--- src/rtl/instr_fetch_stage.sv ---
// instr_fetch_stage: fetch stage with IF/ID register, one-entry stall hold buffer and branch squash.
// Ports:
//   clk, rst_n                    clock, asynchronous active-low reset
//   stall                         hold IF/ID and PC this cycle
//   branch_taken, branch_target   redirect request and address (low two bits ignored)
//   imem_req, imem_addr           instruction-memory request and word address
//   imem_ack, imem_rdata          request accepted, with instruction data in the same cycle
//   if_id_pc, if_id_instr         PC+4 and instruction presented to decode
//   if_id_valid                   1 = real instruction, 0 = bubble
module instr_fetch_stage #(
    parameter logic [31:0] RESET_PC  = 32'h0000_0000,
    parameter logic [31:0] NOP_INSTR = 32'h0000_0000
) (
    input  logic        clk,
    input  logic        rst_n,
    input  logic        stall,
    input  logic        branch_taken,
    input  logic [31:0] branch_target,
    output logic        imem_req,
    output logic [31:0] imem_addr,
    input  logic        imem_ack,
    input  logic [31:0] imem_rdata,
    output logic [31:0] if_id_pc,
    output logic [31:0] if_id_instr,
    output logic        if_id_valid
);
    typedef enum logic [1:0] {FETCH, HOLD, KILL} state_t;
    state_t      state_q, state_d;
    logic [31:0] pc_q, pc_d, hold_pc_q, hold_pc_d, hold_instr_q, hold_instr_d;
    logic [31:0] kill_addr_q, kill_addr_d, if_id_pc_q, if_id_pc_d, if_id_instr_q, if_id_instr_d;
    logic        if_id_valid_q, if_id_valid_d, req_q, req_d, ack;
    logic [31:0] pc_inc;
    // req is registered so it stays low until the first edge after reset release;
    // an ack is only meaningful while a request is actually being driven
    assign ack    = imem_ack & req_q;
    assign pc_inc = pc_q + 32'd4;
    always_comb begin
        state_d       = state_q;
        pc_d          = pc_q;
        hold_pc_d     = hold_pc_q;
        hold_instr_d  = hold_instr_q;
        kill_addr_d   = kill_addr_q;
        if_id_pc_d    = if_id_pc_q;
        if_id_instr_d = if_id_instr_q;
        if_id_valid_d = if_id_valid_q;
        if (branch_taken) begin
            if_id_instr_d = NOP_INSTR;
            if_id_valid_d = 1'b0;
            pc_d          = {branch_target[31:2], 2'b00};
            // an un-acked fetch must still complete, so park its address in KILL
            state_d       = (state_q == KILL || (state_q == FETCH && req_q && !ack)) ? KILL : FETCH;
            kill_addr_d   = (state_q == FETCH) ? pc_q : kill_addr_q;
        end else begin
            case (state_q)
                FETCH: begin
                    if (ack) begin
                        pc_d = pc_inc;
                        if (stall) begin
                            hold_pc_d    = pc_inc;
                            hold_instr_d = imem_rdata;
                            state_d      = HOLD;
                        end else begin
                            if_id_pc_d    = pc_inc;
                            if_id_instr_d = imem_rdata;
                            if_id_valid_d = 1'b1;
                        end
                    end else if (!stall) begin
                        if_id_instr_d = NOP_INSTR;
                        if_id_valid_d = 1'b0;
                    end
                end
                HOLD: begin
                    if (!stall) begin
                        if_id_pc_d    = hold_pc_q;
                        if_id_instr_d = hold_instr_q;
                        if_id_valid_d = 1'b1;
                        state_d       = FETCH;
                    end
                end
                KILL:    state_d = ack ? FETCH : KILL;
                default: state_d = FETCH;
            endcase
        end
        req_d = (state_d != HOLD);
    end
    always_ff @(posedge clk or negedge rst_n) begin
        if (!rst_n) begin
            state_q       <= FETCH;
            pc_q          <= RESET_PC;
            hold_pc_q     <= '0;
            hold_instr_q  <= '0;
            kill_addr_q   <= '0;
            if_id_pc_q    <= '0;
            if_id_instr_q <= NOP_INSTR;
            if_id_valid_q <= 1'b0;
            req_q         <= 1'b0;
        end else begin
            state_q       <= state_d;
            pc_q          <= pc_d;
            hold_pc_q     <= hold_pc_d;
            hold_instr_q  <= hold_instr_d;
            kill_addr_q   <= kill_addr_d;
            if_id_pc_q    <= if_id_pc_d;
            if_id_instr_q <= if_id_instr_d;
            if_id_valid_q <= if_id_valid_d;
            req_q         <= req_d;
        end
    end
    assign imem_req    = req_q;
    assign imem_addr   = (state_q == KILL) ? kill_addr_q : pc_q;
    assign if_id_pc    = if_id_pc_q;
    assign if_id_instr = if_id_instr_q;
    assign if_id_valid = if_id_valid_q;
endmodule

--- config.mk ---
export PLATFORM = sky130hd
export DESIGN_NAME = instr_fetch_stage
export DESIGN_NICKNAME = d
export VERILOG_FILES = /design/src/rtl/instr_fetch_stage.sv
export SDC_FILE = /design/constraint.sdc
export NUM_CORES = 1
export LEC_CHECK = 0
export ABC_AREA = 1
export CORE_AREA = 2 2 139 141
export CTS_CLUSTER_SIZE = 12
export DETAILED_ROUTE_END_ITERATION = 10
export DIE_AREA = 0 0 141 143
export PLACE_DENSITY = 0.76
export SYNTH_ARGS = -nofsm -noshare
export SYNTH_HDL_FRONTEND = slang
export SYNTH_SLANG_ARGS = --single-unit
--- constraint.sdc ---
create_clock -name clk -period 1.92 [get_ports clk]
set_input_delay 0.384 -clock clk [delete_from_list [all_inputs] [get_ports clk]]
set_output_delay 0.384 -clock clk [all_outputs]
set_load 0.02 [all_outputs]
==> results of run 1 <==
## repair_timing
| item | CTS | global route |
|---|---|---|
| setup buffers | 4 | 0 |
| setup endpoints to repair | 30 | 46 |
| hold buffers | 1 | 0 |
| resized for setup | 230 | 36 |
| pin swaps | 2 | 1 |
| endpoints found under the hold margin | 72 | 0 |
| cloned | 2 | 1 |
## per-layer routing
layer / global-route usage (%) / up-vias / routed length (um)
met5: 0 / - / 0
met4: 7.16 / 0 / 367
met3: 6.98 / 36 / 2370
met2: 40.5 / 343 / 11900
met1: 39.3 / 4064 / 12000
li1: - / 4159 / -
## state kept, by name (all words and copies together) (netlist names)
register      cells
hold_instr_q     32
if_id_instr      32
hold_pc_q        30
if_id_pc         30
kill_addr_q      30
pc_q             30
state_q           2
if_id_valid       1
imem_req          1
## cell families (layout without fill, tap and decap cells)
group / count (synthesis) / after routing / synth area share, %
AO/OA/AOI/OAI: 253 / 253 / 15.5
XOR/XNOR: 6 / 6 / 0.573
flip-flops: 188 / 188 / 51.3
AND/OR/NAND/NOR: 563 / 563 / 24.7
buffers and inverters: 163 / 360 / 7.71
adder cells (fa/ha/maj): 1 / 1 / 0.137
other: 1 / 4 / 0.0409
## report_power, final
group / switching [mW] / leakage (nW) / internal, mW / total [mW]
Clock: 1.58 / 0.282 / 2.09 / 3.67
Sequential: 0.618 / 2.37 / 4.94 / 5.56
Combinational: 2.31 / 3.26 / 1.82 / 4.13
Total: 4.51 / 5.91 / 8.85 / 13.4
## how the worst max path moves through the flow
stage	cells past startpoint	end
CTS	8	imem_addr[13]
global route	6	imem_addr[29]
detailed placement	5	imem_addr[13]
floorplan	4	imem_addr[10]
finish	6	imem_addr[17]
global placement	5	imem_addr[6]
## cell usage in the layout (no fill, tap or decap), types with 2 or more instances in the layout
master / n
nand2_1: 412
dfrtp_1: 187
clkdlybuf4s50_1: 129
o21ai_0: 124
inv_1: 93
buf_4: 63
nor2_1: 60
nand3_1: 58
o211ai_1: 44
a21oi_1: 29
o21ai_1: 24
clkbuf_16: 18
buf_6: 17
buf_12: 16
o21ai_2: 15
nand2_2: 13
inv_2: 5
nor2_4: 5
nor2_2: 5
xor2_1: 5
o221ai_1: 4
conb_1: 4
clkinvlp_4: 4
nand2_4: 3
o21a_1: 3
inv_6: 3
bufinv_16: 3
nand4_1: 2
a21o_1: 2
a31oi_1: 2
buf_8: 2
## area by class of cell
type	count	share of cell area, %
Sequential cell	188	38.4
Multi-Input combinational cell	827	31.9
Clock inverter	12	1.31
Timing Repair Buffer	230	19.3
Clock buffer	19	3.62
Inverter	99	3.04
Tap cell	234	2.39
## worst register-to-register path, cell delays in order, from the launching register on
cell     delay (ns)
dfrtp_2        0.45
ha_1           0.21
buf_4          0.12
nand3_1        0.13
nor2_4         0.21
nand3_1        0.16
nor2_1         0.11
nand2_1        0.07
nand3_1        0.13
o21ai_0        0.13
==> flow_metrics.env, run 1 <==
export IMPL_hold_class="reg2reg"
export IMPL_grt_pass1_wl_mm=42.5
export IMPL_layout_nets=1433
export IMPL_dp_hpwl_mm=18.5
export IMPL_clock_sinks=188
export IMPL_clk_path_buf_depth=2
export IMPL_drtPass1Iterations=5
export IMPL_cts_tree="built"
export IMPL_crit_top_cell="buf_12"
export IMPL_routed_via_density=5.35
export IMPL_start_kind="flip-flop"
export IMPL_worstMarginPinSlew_ns=0.640
export IMPL_fmax_ghz=0.504
export IMPL_yosysMostFrequentCell="nand2_1"
export IMPL_dr_first_iter_drc_count=906
export IMPL_dp_slack_ns=-0.107
export IMPL_dr_total_vias=8602
export IMPL_critPathLaunch="state_q[0]$_DFF_PN0_"
export IMPL_path_clk_slew_ns=0.07
export IMPL_design_area_sq_mm=0.0122
export IMPL_die_width_um=141
export IMPL_syn_to_final_growth_pct=33.6
export IMPL_min_period_over_period_pct=103
export IMPL_synth_edf_count=0
export IMPL_synth_async_reset_ratio_pct=100
export IMPL_drv_cap=0
export IMPL_worstPathArrival_ns=1.60
export IMPL_power_per_cell_area_mw_per_mm2=1090
export IMPL_relSlewSlack_pct=57.3
export IMPL_netlist_top_cells_area="dfrtp_1 (51%), nand2_1 (17%), o21ai_0 (8.3%)"
export IMPL_hold_path_depth=2
export IMPL_grt_pass1_vias=8192
export IMPL_p_leak_nw=5.91
export IMPL_clock_latency_ns=0.44
export IMPL_gr_total_overflow=0
export IMPL_reg2reg_slack_ns=0.07
export IMPL_regToRegEndpoint="hold_pc_q[24]$_DFFE_PN0P_"
export IMPL_numCtsBuffers=17
export IMPL_synth_seq_cells=188
export IMPL_synth_area_leader_cell="dfrtp_1"
export IMPL_multi_input_area_sq_mm=0.00390
export IMPL_ys_top_cells_by_count="nand2_1 (424), dfrtp_1 (188), o21ai_0 (152)"
export IMPL_netlist_area_leader_share_pct=51.3
export IMPL_cpPeakStageDelay_ns=0.41
export IMPL_routabilityCongestion=0.983
export IMPL_placed_cells=1571
export IMPL_num_io_pins=167
export IMPL_root_buffer="clkbuf_16"
export IMPL_grtUsageTotal_pct=27.0
export IMPL_hold_viol=0
export IMPL_grt_max_degree=117
export IMPL_synth_warnings=0
export IMPL_timing_final_ws_setup_ns=-0.0634
export IMPL_tns_ns=-0.861
export IMPL_cts_htree_levels=4
export IMPL_violations="setup timing"
export IMPL_drive_gt1_share_pct=13.3
export IMPL_finalSetupViolations=26
export IMPL_wl_mm=26.7
export IMPL_path_cells="nor2_4 -> buf_12 -> buf_12 -> nand2_1 -> o21ai_1 -> buf_4"
export IMPL_slew_violations=0
export IMPL_start_util_pct=49.3
export IMPL_ir_drop_mv=0.672
export IMPL_cp_top_family="buffers and inverters"
export IMPL_portBuffers=160
export IMPL_wl_per_cell_um=16.6
export IMPL_status="complete, but fails checks"
export IMPL_endpoint_kind="primary output"
export IMPL_antenna_found_initial=0
export IMPL_avgSynthCellArea_sq_um=7.80
export IMPL_dieArea_sq_mm=0.0202
export IMPL_synthFlopType="dfrtp_1"
export IMPL_skew_ns=0.00856
export IMPL_die_h_um=143
export IMPL_register_area_sq_mm=0.00471
export IMPL_ys_seq_area_share_pct=51.3
export IMPL_cp_max_fo=14
export IMPL_timing_rr_start="pc_q[3]$_DFFE_PN0P_"
export IMPL_power_mw=13.4
export IMPL_whs_endpoint="if_id_pc[29]$_DFFE_PN0P_"
export IMPL_fill_cells=1511
export IMPL_final_core_util_pct=65.9
export IMPL_grt_setup_unrepaired="true"
export IMPL_layout_min_cycle_time_ns=1.98
export IMPL_dpl_cell_area_sq_mm=0.0114
export IMPL_ys_types=37
export IMPL_hold_start="if_id_pc[29]$_DFFE_PN0P_"
export IMPL_reg2regPathDepth=9
export IMPL_slowest_stage="dfrtp_1"
export IMPL_synthCells=1175
export IMPL_drcViolationCount=0
export IMPL_ant_nets=0
export IMPL_antennaDiodeCount=0
export IMPL_rows=50
export IMPL_stdcell_count=1609
export IMPL_synthesis_area_sq_mm=0.00916
export IMPL_core_sq_mm=0.0186
export IMPL_critPathBufInv=3
export IMPL_hold_slack_ns=0.480
export IMPL_worstPathRequired_ns=1.54
export IMPL_crit_type="reg2out"
Power figures use the tool's default switching activity.
==> run 2: changes to the inputs <==
CORE_AREA = 5 5 142 144   (was 2 2 139 141)
DIE_AREA = 0 0 147 149   (was 0 0 141 143)
clock period = 2.2 ns   (was 1.92 ns; I/O delays follow)
==> run 2 against run 1 <==
  * The flow now finishes without violations
  * Combinational power fell by 23%
  * Non-clock buffer count decreased by 33
  * Cell area is 4.5% lower
  * Via count fell by 2.4%
  * Routed wire length down 1.9%
  * Critical path type unchanged
  * Hold slack got worse by 0.012 ns
  * Sequential share of layout area is 1.8 points higher
  * Worst setup slack gained 0.12 ns
  * Clock skew grew 0.0043 ns
  * Sequential cell count did not move
==> flow_metrics.env, run 2 (synthesized netlist as in run 1, its figures left out) <==
export IMPL_portBuffers=160
export IMPL_layout_nets=1400
export IMPL_clock_latency_ns=0.45
export IMPL_wl_mm=26.2
export IMPL_crit_type="reg2out"
export IMPL_timing_final_ws_setup_ns=0.0549
export IMPL_cts_htree_levels=4
export IMPL_start_kind="flip-flop"
export IMPL_routed_via_density=5.32
export IMPL_power_per_cell_area_mw_per_mm2=962
export IMPL_rows=50
export IMPL_dr_total_vias=8397
export IMPL_fmax_ghz=0.466
export IMPL_hold_class="in2async"
export IMPL_grt_max_degree=98
export IMPL_clk_path_buf_depth=2
export IMPL_routabilityCongestion=0.998
export IMPL_path_clk_slew_ns=0.08
export IMPL_drcViolationCount=0
export IMPL_dp_hpwl_mm=18.0
export IMPL_final_core_util_pct=62.9
export IMPL_ant_nets=0
export IMPL_num_io_pins=167
export IMPL_finalSetupViolations=0
export IMPL_grt_pass1_wl_mm=41.9
export IMPL_drive_gt1_share_pct=9.08
export IMPL_min_period_over_period_pct=97.5
export IMPL_drtPass1Iterations=6
export IMPL_core_sq_mm=0.0186
export IMPL_grt_pass1_vias=7997
export IMPL_relSlewSlack_pct=61.5
export IMPL_slew_violations=0
export IMPL_syn_to_final_growth_pct=27.6
export IMPL_drv_cap=0
export IMPL_numCtsBuffers=17
export IMPL_hold_viol=0
export IMPL_worstPathRequired_ns=1.76
export IMPL_die_h_um=149
export IMPL_wl_per_cell_um=16.6
export IMPL_antenna_found_initial=1
export IMPL_ir_drop_mv=0.628
export IMPL_dr_first_iter_drc_count=936
export IMPL_cts_tree="built"
export IMPL_gr_total_overflow=0
export IMPL_grt_setup_unrepaired="true"
export IMPL_status="finished, final reports clean"
export IMPL_endpoint_kind="primary output"
export IMPL_root_buffer="clkbuf_16"
export IMPL_fill_cells=1622
export IMPL_tns_ns=0
export IMPL_die_width_um=147
export IMPL_final_cell_mix="nand2_1 (424), dfrtp_1 (188), o21ai_0 (144), clkdlybuf4s50_1 (129), inv_1 (94)"
export IMPL_start_util_pct=49.3
export IMPL_dp_slack_ns=0.114
export IMPL_hold_slack_ns=0.468
export IMPL_worstPathArrival_ns=1.71
export IMPL_dieArea_sq_mm=0.0219
export IMPL_skew_ns=0.0129
export IMPL_multi_input_area_sq_mm=0.00378
export IMPL_worstMarginPinSlew_ns=0.572
export IMPL_cp_max_fo=15
export IMPL_stdcell_count=1578
export IMPL_clock_sinks=188
export IMPL_grtUsageTotal_pct=23.8
export IMPL_p_leak_nw=5.68
export IMPL_layout_min_cycle_time_ns=2.15
export IMPL_register_area_sq_mm=0.00470
export IMPL_placed_cells=1538
export IMPL_mostFrequentLayoutCell="nand2_1"
-- run 2: cell types whose count changed in the layout (fill, tap and decap cells not counted), sizes merged --
cell and delta:
buf -38, bufinv -1, clkbuf +4, clkinv +1, clkinvlp -4, diode +1, inv +6
-- run 2: timing repair --
action,CTS,global route
resized for setup,113,46
endpoints found under the setup margin,30,31
hold buffers,1,0
buffers inserted,0,2
endpoints found under the hold margin,35,0
gates cloned,0,4
pin swaps,0,1
-- run 2: cell type report --
cell class / instances / share of cell area, %
Antenna cell: 1 / 0.0214
Clock buffer: 18 / 3.76
Clock inverter: 14 / 1.47
Inverter: 99 / 3.18
Multi-Input combinational cell: 827 / 32.3
Sequential cell: 188 / 40.2
Tap cell: 234 / 2.50
Timing Repair Buffer: 197 / 16.6
-- run 2: path summary, 6_finish.rpt --
check / cells after the start / from / end / slack (ns)
min in group clk: 2 / if_id_pc[30]$_DFFE_PN0P_ / if_id_pc[30]$_DFFE_PN0P_ / 0.48
max: 6 / state_q[1]$_DFF_PN0_ / imem_addr[19] / 0.05
max reg2reg: 7 / pc_q[2]$_DFFE_PN0P_ / if_id_pc[12]$_DFFE_PN0P_ / 0.18
min reg2reg: 2 / if_id_pc[30]$_DFFE_PN0P_ / if_id_pc[30]$_DFFE_PN0P_ / 0.48
min: 2 / rst_n / hold_instr_q[21]$_DFFE_PN0P_ / 0.47
max in group asynchronous: 3 / rst_n / kill_addr_q[30]$_DFFE_PN0P_ / 1.03
-- run 2: report_power, final --
part | total (mW) | leakage, nW | switching [mW] | internal [mW]
clock | 3.23 | 0.304 | 1.47 | 1.76
sequential | 4.83 | 2.37 | 0.522 | 4.31
combinational | 3.19 | 3.00 | 1.88 | 1.32
-- run 2: critical path, cell delays in order (launching register included) --
cell and delay, ns:
dfrtp_1 0.39, inv_1 0.13, nor2_4 0.07, buf_12 0.14, clkbuf_16 0.17, o21ai_0 0.17, buf_2 0.20
-- run 2: stage by stage --
step	area, sq um	total power [mW]
floorplan	9180	6.55
global placement	11100	8.01
detailed placement	11100	8.10
CTS	11800	11.3
global route	11700	11.9
finish	11700	11.3
-- run 2: routing by layer --
layer | up-vias | share of wire, % | global-route usage, %
met2 | 293 | 46 | 35.6
met3 | 36 | 7.2 | 6.05
li1 | 4091 | - | -
met5 | - | 0 | 0
met4 | 0 | 1.7 | 7.32
met1 | 3977 | 46 | 34.3
==> edit 1: new RTL, flow settings as in run 2 <==
`hold_pc_q`, `hold_instr_q` and `kill_addr_q` no longer have a reset.
--- a/src/rtl/instr_fetch_stage.sv
+++ b/src/rtl/instr_fetch_stage.sv
@@ -87,9 +87,6 @@
         if (!rst_n) begin
             state_q       <= FETCH;
             pc_q          <= RESET_PC;
-            hold_pc_q     <= '0;
-            hold_instr_q  <= '0;
-            kill_addr_q   <= '0;
             if_id_pc_q    <= '0;
             if_id_instr_q <= NOP_INSTR;
             if_id_valid_q <= 1'b0;
@@ -97,14 +94,17 @@
         end else begin
             state_q       <= state_d;
             pc_q          <= pc_d;
-            hold_pc_q     <= hold_pc_d;
-            hold_instr_q  <= hold_instr_d;
-            kill_addr_q   <= kill_addr_d;
             if_id_pc_q    <= if_id_pc_d;
             if_id_instr_q <= if_id_instr_d;
             if_id_valid_q <= if_id_valid_d;
             req_q         <= req_d;
         end
+    end
+
+    always_ff @(posedge clk) begin
+        hold_pc_q    <= hold_pc_d;
+        hold_instr_q <= hold_instr_d;
+        kill_addr_q  <= kill_addr_d;
     end
     assign imem_req    = req_q;
     assign imem_addr   = (state_q == KILL) ? kill_addr_q : pc_q;
Function: same outputs for any inputs over 4 cycles, from zero or initial values and one cycle with rst_n low; that may be too few to reach the edited logic, so the function may still have changed.
==> edit 1 against run 2 <==
- worst hold slack worse by 0.012 ns
- setup slack worse by 0.0043 ns
- power is 11% lower
- area after synthesis is 2.8% lower
- non-clock buffer count is 10 lower
- clock power is 7.1% lower
- die area stayed put
- first-iteration DRC count is 38% lower
- highest routed layer unchanged
- wire length is 10% lower
- critical endpoint is now imem_addr[17]
- sequential cell count stayed put
- sequential share of layout area is 5.4 points higher
- design area is 3.1% lower
- cell count is 12% lower
==> edit 1: results (changes against run 2) <==
grt_usage_pct: 21.5  # was 23.8%
status: "completed"  # unchanged
gp_congestion: 0.819  # was 0.998
nNetsFinal: 1208  # was 1400
route.met3.wl_um: 1950  # was 1880 um
cts.clk_slew.worst_paths_ns: 0.07
r2r_start: "pc_q[3]$_DFFE_PN0P_"  # was pc_q[2]$_DFFE_PN0P_
reg2reg_slack_ns: 0.36  # was 0.18 ns
powerDensity_nw_per_um2: 882  # was 962 nW/um2
yosys-top-cells-count: "nand2_1 (291), nor2_1 (116), dfrtp_1 (96), edfxtp_1 (92), nand3_1 (76)"  # was nand2_1 (424), dfrtp_1 (188), o21ai_0 (152), inv_1 (94), nor2_1 (62)
cp-endpoint: "imem_addr[17]"  # was imem_addr[19]
nFillCells: 1581  # was 1622
dr.pass1.iters: 5  # was 6
p_leak_nw: 4.89  # was 5.68 nW
diodes: 0  # was 1
dr_total_vias: 7353  # was 8397
use_met1_pct: 29.1  # was 34.3%
antenna_found_initial: 0  # was 1
wl_per_cell_um: 17.0  # was 16.6 um
grt_max_degree: 53  # was 98
sw_frac_of_total_pct: 31.2  # was 34.4%
synth.area.top_cells: "edfxtp_1 (31%), dfrtp_1 (27%), nand2_1 (12%)"  # was dfrtp_1 (51%), nand2_1 (17%), o21ai_0 (8.3%)
grt_first_pass_wirelength_um: 37500  # was 41900 um
drive_above_1_share_pct: 11.6  # was 9.08%
yosysUniqueCellTypes: 38  # was 37
peakVddDrop_mv: 0.635  # was 0.628 mV
r2r_end: "hold_pc_q[16]$_DFFE_PP_"  # was if_id_pc[12]$_DFFE_PN0P_
critPathMaxFanout: 18  # was 15
grt_pass1_vias: 7209  # was 7997
synthArstFlopShare_pct: 51.1  # was 100%
grt.met3_usage_pct: 3.46  # was 6.05%
yosysSeqAreaShare_pct: 58.0  # was 51.3%
skew_ns: 0.00859  # was 0.0129 ns
edit 1: cell types whose count changed after synthesis, sizes merged, moves of 5 or more:
cell,before,now
o21ai,164,46
inv,98,60
and2,2,9
edfxtp,0,92
o211ai,44,8
a21oi,30,48
nor2,70,128
o31ai,0,32
clkbuf,30,19
nand2,428,308
dfrtp,188,96
o21bai,2,7
nand3,58,77
edit 1: per-stage QoR:
stage,instances,power [mW],setup WS (ns),TNS [ns]
6_report,1385,10.0,0.0506,0
5_1_grt,1385,10.4,-0.00793,-0.0221
4_1_cts,1384,10.1,-0.0115,-0.0115
3_5_place_dp,1351,7.16,0.0521,0
3_3_place_gp,1351,7.11,0.0457,0
2_1_floorplan,987,5.84,0.0195,0
edit 1: layout make-up:
| type | instances | share of cell area, % |
|---|---|---|
| clock buffers | 21 | 3.89 |
| clock inverters | 11 | 1.05 |
| inverters | 60 | 1.99 |
| multi-input cells | 684 | 28.9 |
| flip-flops and latches | 188 | 45.6 |
| well taps | 234 | 2.58 |
| repair buffers | 187 | 16.0 |
edit 1: worst min path at each step:
| stage | startpoint | slack (ns) | end |
|---|---|---|---|
| after floorplan | rst_n | 0.14 | if_id_instr[0]$_DFFE_PN0P_ |
| after global placement | rst_n | 0.37 | if_id_instr[27]$_DFFE_PN0P_ |
| after detailed placement | rst_n | 0.37 | if_id_instr[31]$_DFFE_PN0P_ |
| after CTS | rst_n | 0.46 | if_id_instr[31]$_DFFE_PN0P_ |
| after global routing | rst_n | 0.47 | if_id_instr[31]$_DFFE_PN0P_ |
| final | rst_n | 0.46 | if_id_instr[31]$_DFFE_PN0P_ |
edit 1: timing repair:
action	in CTS	in global routing
hold buffers	1	0
pin swaps	0	1
hold endpoints to repair	18	0
gates resized for setup	122	18
buffers inserted	0	1
setup endpoints to repair	30	24
edit 1: worst max-delay path, cell delays in order (launching register included):
cell,delay [ns]
dfrtp_1,0.37
inv_2,0.06
nor2_4,0.21
buf_12,0.18
nand2_1,0.05
o21ai_0,0.10
clkdlybuf4s15_2,0.30
edit 1: kinds of logic (layout without fill, tap and decap cells):
group	count (synthesis)	after routing	share of synthesized area, %
buf+inv	115	279	5.66
compound gates	146	146	9.84
xor+xnor	7	7	0.688
flops	188	188	58.0
fa+ha+maj	1	1	0.140
other cells	1	4	0.0421
simple gates	526	526	25.7
edit 1: power groups by stage:
| stage | clock (mW) | sequential, mW | combinational [mW] |
|---|---|---|---|
| after floorplan | 0 | 4.73 | 1.11 |
| after global placement | 0 | 4.48 | 2.63 |
| after detailed placement | 0 | 4.50 | 2.66 |
| after CTS | 3.04 | 4.43 | 2.60 |
| after global routing | 3.18 | 4.48 | 2.78 |
| final | 3.00 | 4.43 | 2.57 |
==> edit 2: new RTL, settings of run 2 <==
Made on the original files. Register the input `branch_target` before use, cleared by the reset. The logic sees it one clock later. The other inputs are not delayed to match.
--- a/src/rtl/instr_fetch_stage.sv
+++ b/src/rtl/instr_fetch_stage.sv
@@ -25,6 +25,17 @@
     output logic        if_id_valid
 );
     typedef enum logic [1:0] {FETCH, HOLD, KILL} state_t;
+
+    logic [31:0] branch_target_q;
+
+    always_ff @(posedge clk or negedge rst_n) begin
+        if (!rst_n) begin
+            branch_target_q <= '0;
+        end else begin
+            branch_target_q <= branch_target;
+        end
+    end
+
     state_t      state_q, state_d;
     logic [31:0] pc_q, pc_d, hold_pc_q, hold_pc_d, hold_instr_q, hold_instr_d;
     logic [31:0] kill_addr_q, kill_addr_d, if_id_pc_q, if_id_pc_d, if_id_instr_q, if_id_instr_d;
@@ -46,7 +57,7 @@
         if (branch_taken) begin
             if_id_instr_d = NOP_INSTR;
             if_id_valid_d = 1'b0;
-            pc_d          = {branch_target[31:2], 2'b00};
+            pc_d          = {branch_target_q[31:2], 2'b00};
             // an un-acked fetch must still complete, so park its address in KILL
             state_d       = (state_q == KILL || (state_q == FETCH && req_q && !ack)) ? KILL : FETCH;
             kill_addr_d   = (state_q == FETCH) ? pc_q : kill_addr_q;
Function: changed (Yosys sat finds a counterexample within 4 cycles, from zero or initial values and one cycle with rst_n low).
==> edit 2 against run 2 <==
- sequential cell count rose by 30
- design area rose by 8.2%
- critical endpoint is now imem_addr[30]
- global-route usage rose by 0.087 points
- wire length rose by 1.5%
- critical path depth fell by 1
- largest power group unchanged
- first-iteration DRC count fell by 22%
- sequential share of layout area rose by 2.9 points
- via count rose by 4.2%
- setup slack got worse by 0.014 ns
- power rose by 12%
- cell count rose by 2.3%
- area after synthesis rose by 8.2%
==> edit 2: results (changes against run 2) <==
dp.cells: 1569  # was 1538
gp_congestion: 0.933  # was 0.998
clk_path_buf_depth: 3  # was 2
status: "completed"  # unchanged
r2r_end: "if_id_pc[14]$_DFFE_PN0P_"  # was if_id_pc[12]$_DFFE_PN0P_
antenna_found_initial: 0  # was 1
dr.pass1.iters: 7  # was 6
placed_area_um2: 11900  # was 11100 um2
yosysUniqueCellTypes: 35  # was 37
cts.clk_slew.worst_paths_ns: 0.06  # was 0.08 ns
critPathMaxFanout: 10  # was 15
grt_first_pass_wirelength_um: 42800  # was 41900 um
cts_made_buffers: 24  # was 17
yosys-top-cells-count: "nand2_1 (421), dfrtp_1 (218), o21ai_0 (155), inv_1 (99), nor2_1 (61)"  # was nand2_1 (424), dfrtp_1 (188), o21ai_0 (152), inv_1 (94), nor2_1 (62)
grt_pass1_vias: 8457  # was 7997
nFillCells: 1522  # was 1622
hpwl_um: 18200  # was 18000 um
hold_slack_ns: 0.373  # was 0.468 ns
diodes: 0  # was 1
worst_slew_pin_slew_ns: 0.652  # was 0.572 ns
sw_frac_of_total_pct: 31.2  # was 34.4%
crit_slowest_cell: "dfrtp_2"  # was dfrtp_1
skew_ns: 0.00774  # was 0.0129 ns
drive_above_1_share_pct: 9.41  # was 9.08%
synth.area.top_cells: "dfrtp_1 (55%), nand2_1 (16%), o21ai_0 (7.8%)"  # was dfrtp_1 (51%), nand2_1 (17%), o21ai_0 (8.3%)
routed_wl_um: 26600  # was 26200 um
synth_cells: 1203  # was 1175
dr_total_vias: 8753  # was 8397
## edit 2: changes by cell type after synthesis, sizes merged, moves of 2 or more
cell    before  now
nor2        70   68
inv         98  102
clkbuf      30   34
buf         34   31
o21ai      164  168
nand2      428  426
dfrtp      188  218
nand3       58   52
## edit 2: worst max-delay path by stage
stage                                     from                        to  slack [ns]  cells after the start
final                     state_q[0]$_DFF_PN0_             imem_addr[30]        0.04                      5
after global routing      state_q[0]$_DFF_PN0_             imem_addr[23]       -0.04                      5
after CTS                 state_q[0]$_DFF_PN0_              imem_addr[7]      0.0008                      5
after detailed placement          branch_taken  hold_pc_q[5]$_DFFE_PN0P_        0.02                      8
after global placement    state_q[0]$_DFF_PN0_             imem_addr[17]         0.1                      5
after floorplan           state_q[1]$_DFF_PN0_             imem_addr[10]        0.51                      4
## edit 2: routing by layer
layer	GRT usage (%)	vias to the layer above	wire (um)	part of all wire, %
met1	32.7	4132	11400	43
met2	40.0	355	12800	48
met5	0	-	0	0
li1	-	4214	-	-
met3	3.28	52	1640	6.2
met4	7.27	0	659	2.5
## edit 2: area by class of cell
class	instances	area [um2]	share of cell area (%)
Multi-Input combinational cell	821	3760	29.7
Timing Repair Buffer	198	1960	15.5
Clock buffer	38	754	5.96
Sequential cell	218	5460	43.1
Tap cell	234	293	2.31
Clock inverter	4	45.0	0.356
Inverter	102	383	3.02
## edit 2: cell families (layout without fill, tap and decap cells)
| family | after synthesis | in the layout | synth area share [%] |
|---|---|---|---|
| compound gates | 256 | 256 | 14.5 |
| xor+xnor | 6 | 6 | 0.530 |
| fa+ha+maj | 1 | 1 | 0.126 |
| buf+inv | 167 | 342 | 7.30 |
| flops | 218 | 218 | 55.0 |
| other cells | 1 | 4 | 0.0378 |
| simple gates | 554 | 554 | 22.5 |
## edit 2: metrics by stage
step,worst slack (ns),util [%]
after global placement,0.0951,64.1
after floorplan,0.509,-
after CTS,0.000766,67.8
after global routing,-0.0393,68.1
final,0.0410,68.1
after detailed placement,0.0188,64.1
## edit 2: power by group through the flow
stage | Combinational, mW | Clock (mW) | Sequential [mW]
2_1_floorplan | 1.50 | 0 | 5.64
3_3_place_gp | 3.16 | 0 | 5.44
3_5_place_dp | 3.24 | 0 | 5.47
4_1_cts | 3.14 | 4.06 | 5.41
5_1_grt | 3.53 | 4.21 | 5.53
6_report | 3.20 | 4.00 | 5.42
## edit 2: timing repair
item,4_1_cts,5_1_grt
cloned,0,2
setup buffers,0,1
setup endpoints to repair,30,23
resized for setup,144,39
endpoints found under the hold margin,56,0
hold buffers,1,0
## edit 2: worst max-delay path, delay by kind of cell, from the launching register on
| family | cells | cell delay [ns] |
|---|---|---|
| and+or+nand+nor | 1 | 0.22 |
| AOI/OAI and AO/OA | 1 | 0.09 |
| buffers and inverters | 3 | 0.47 |
| DFF | 1 | 0.44 |
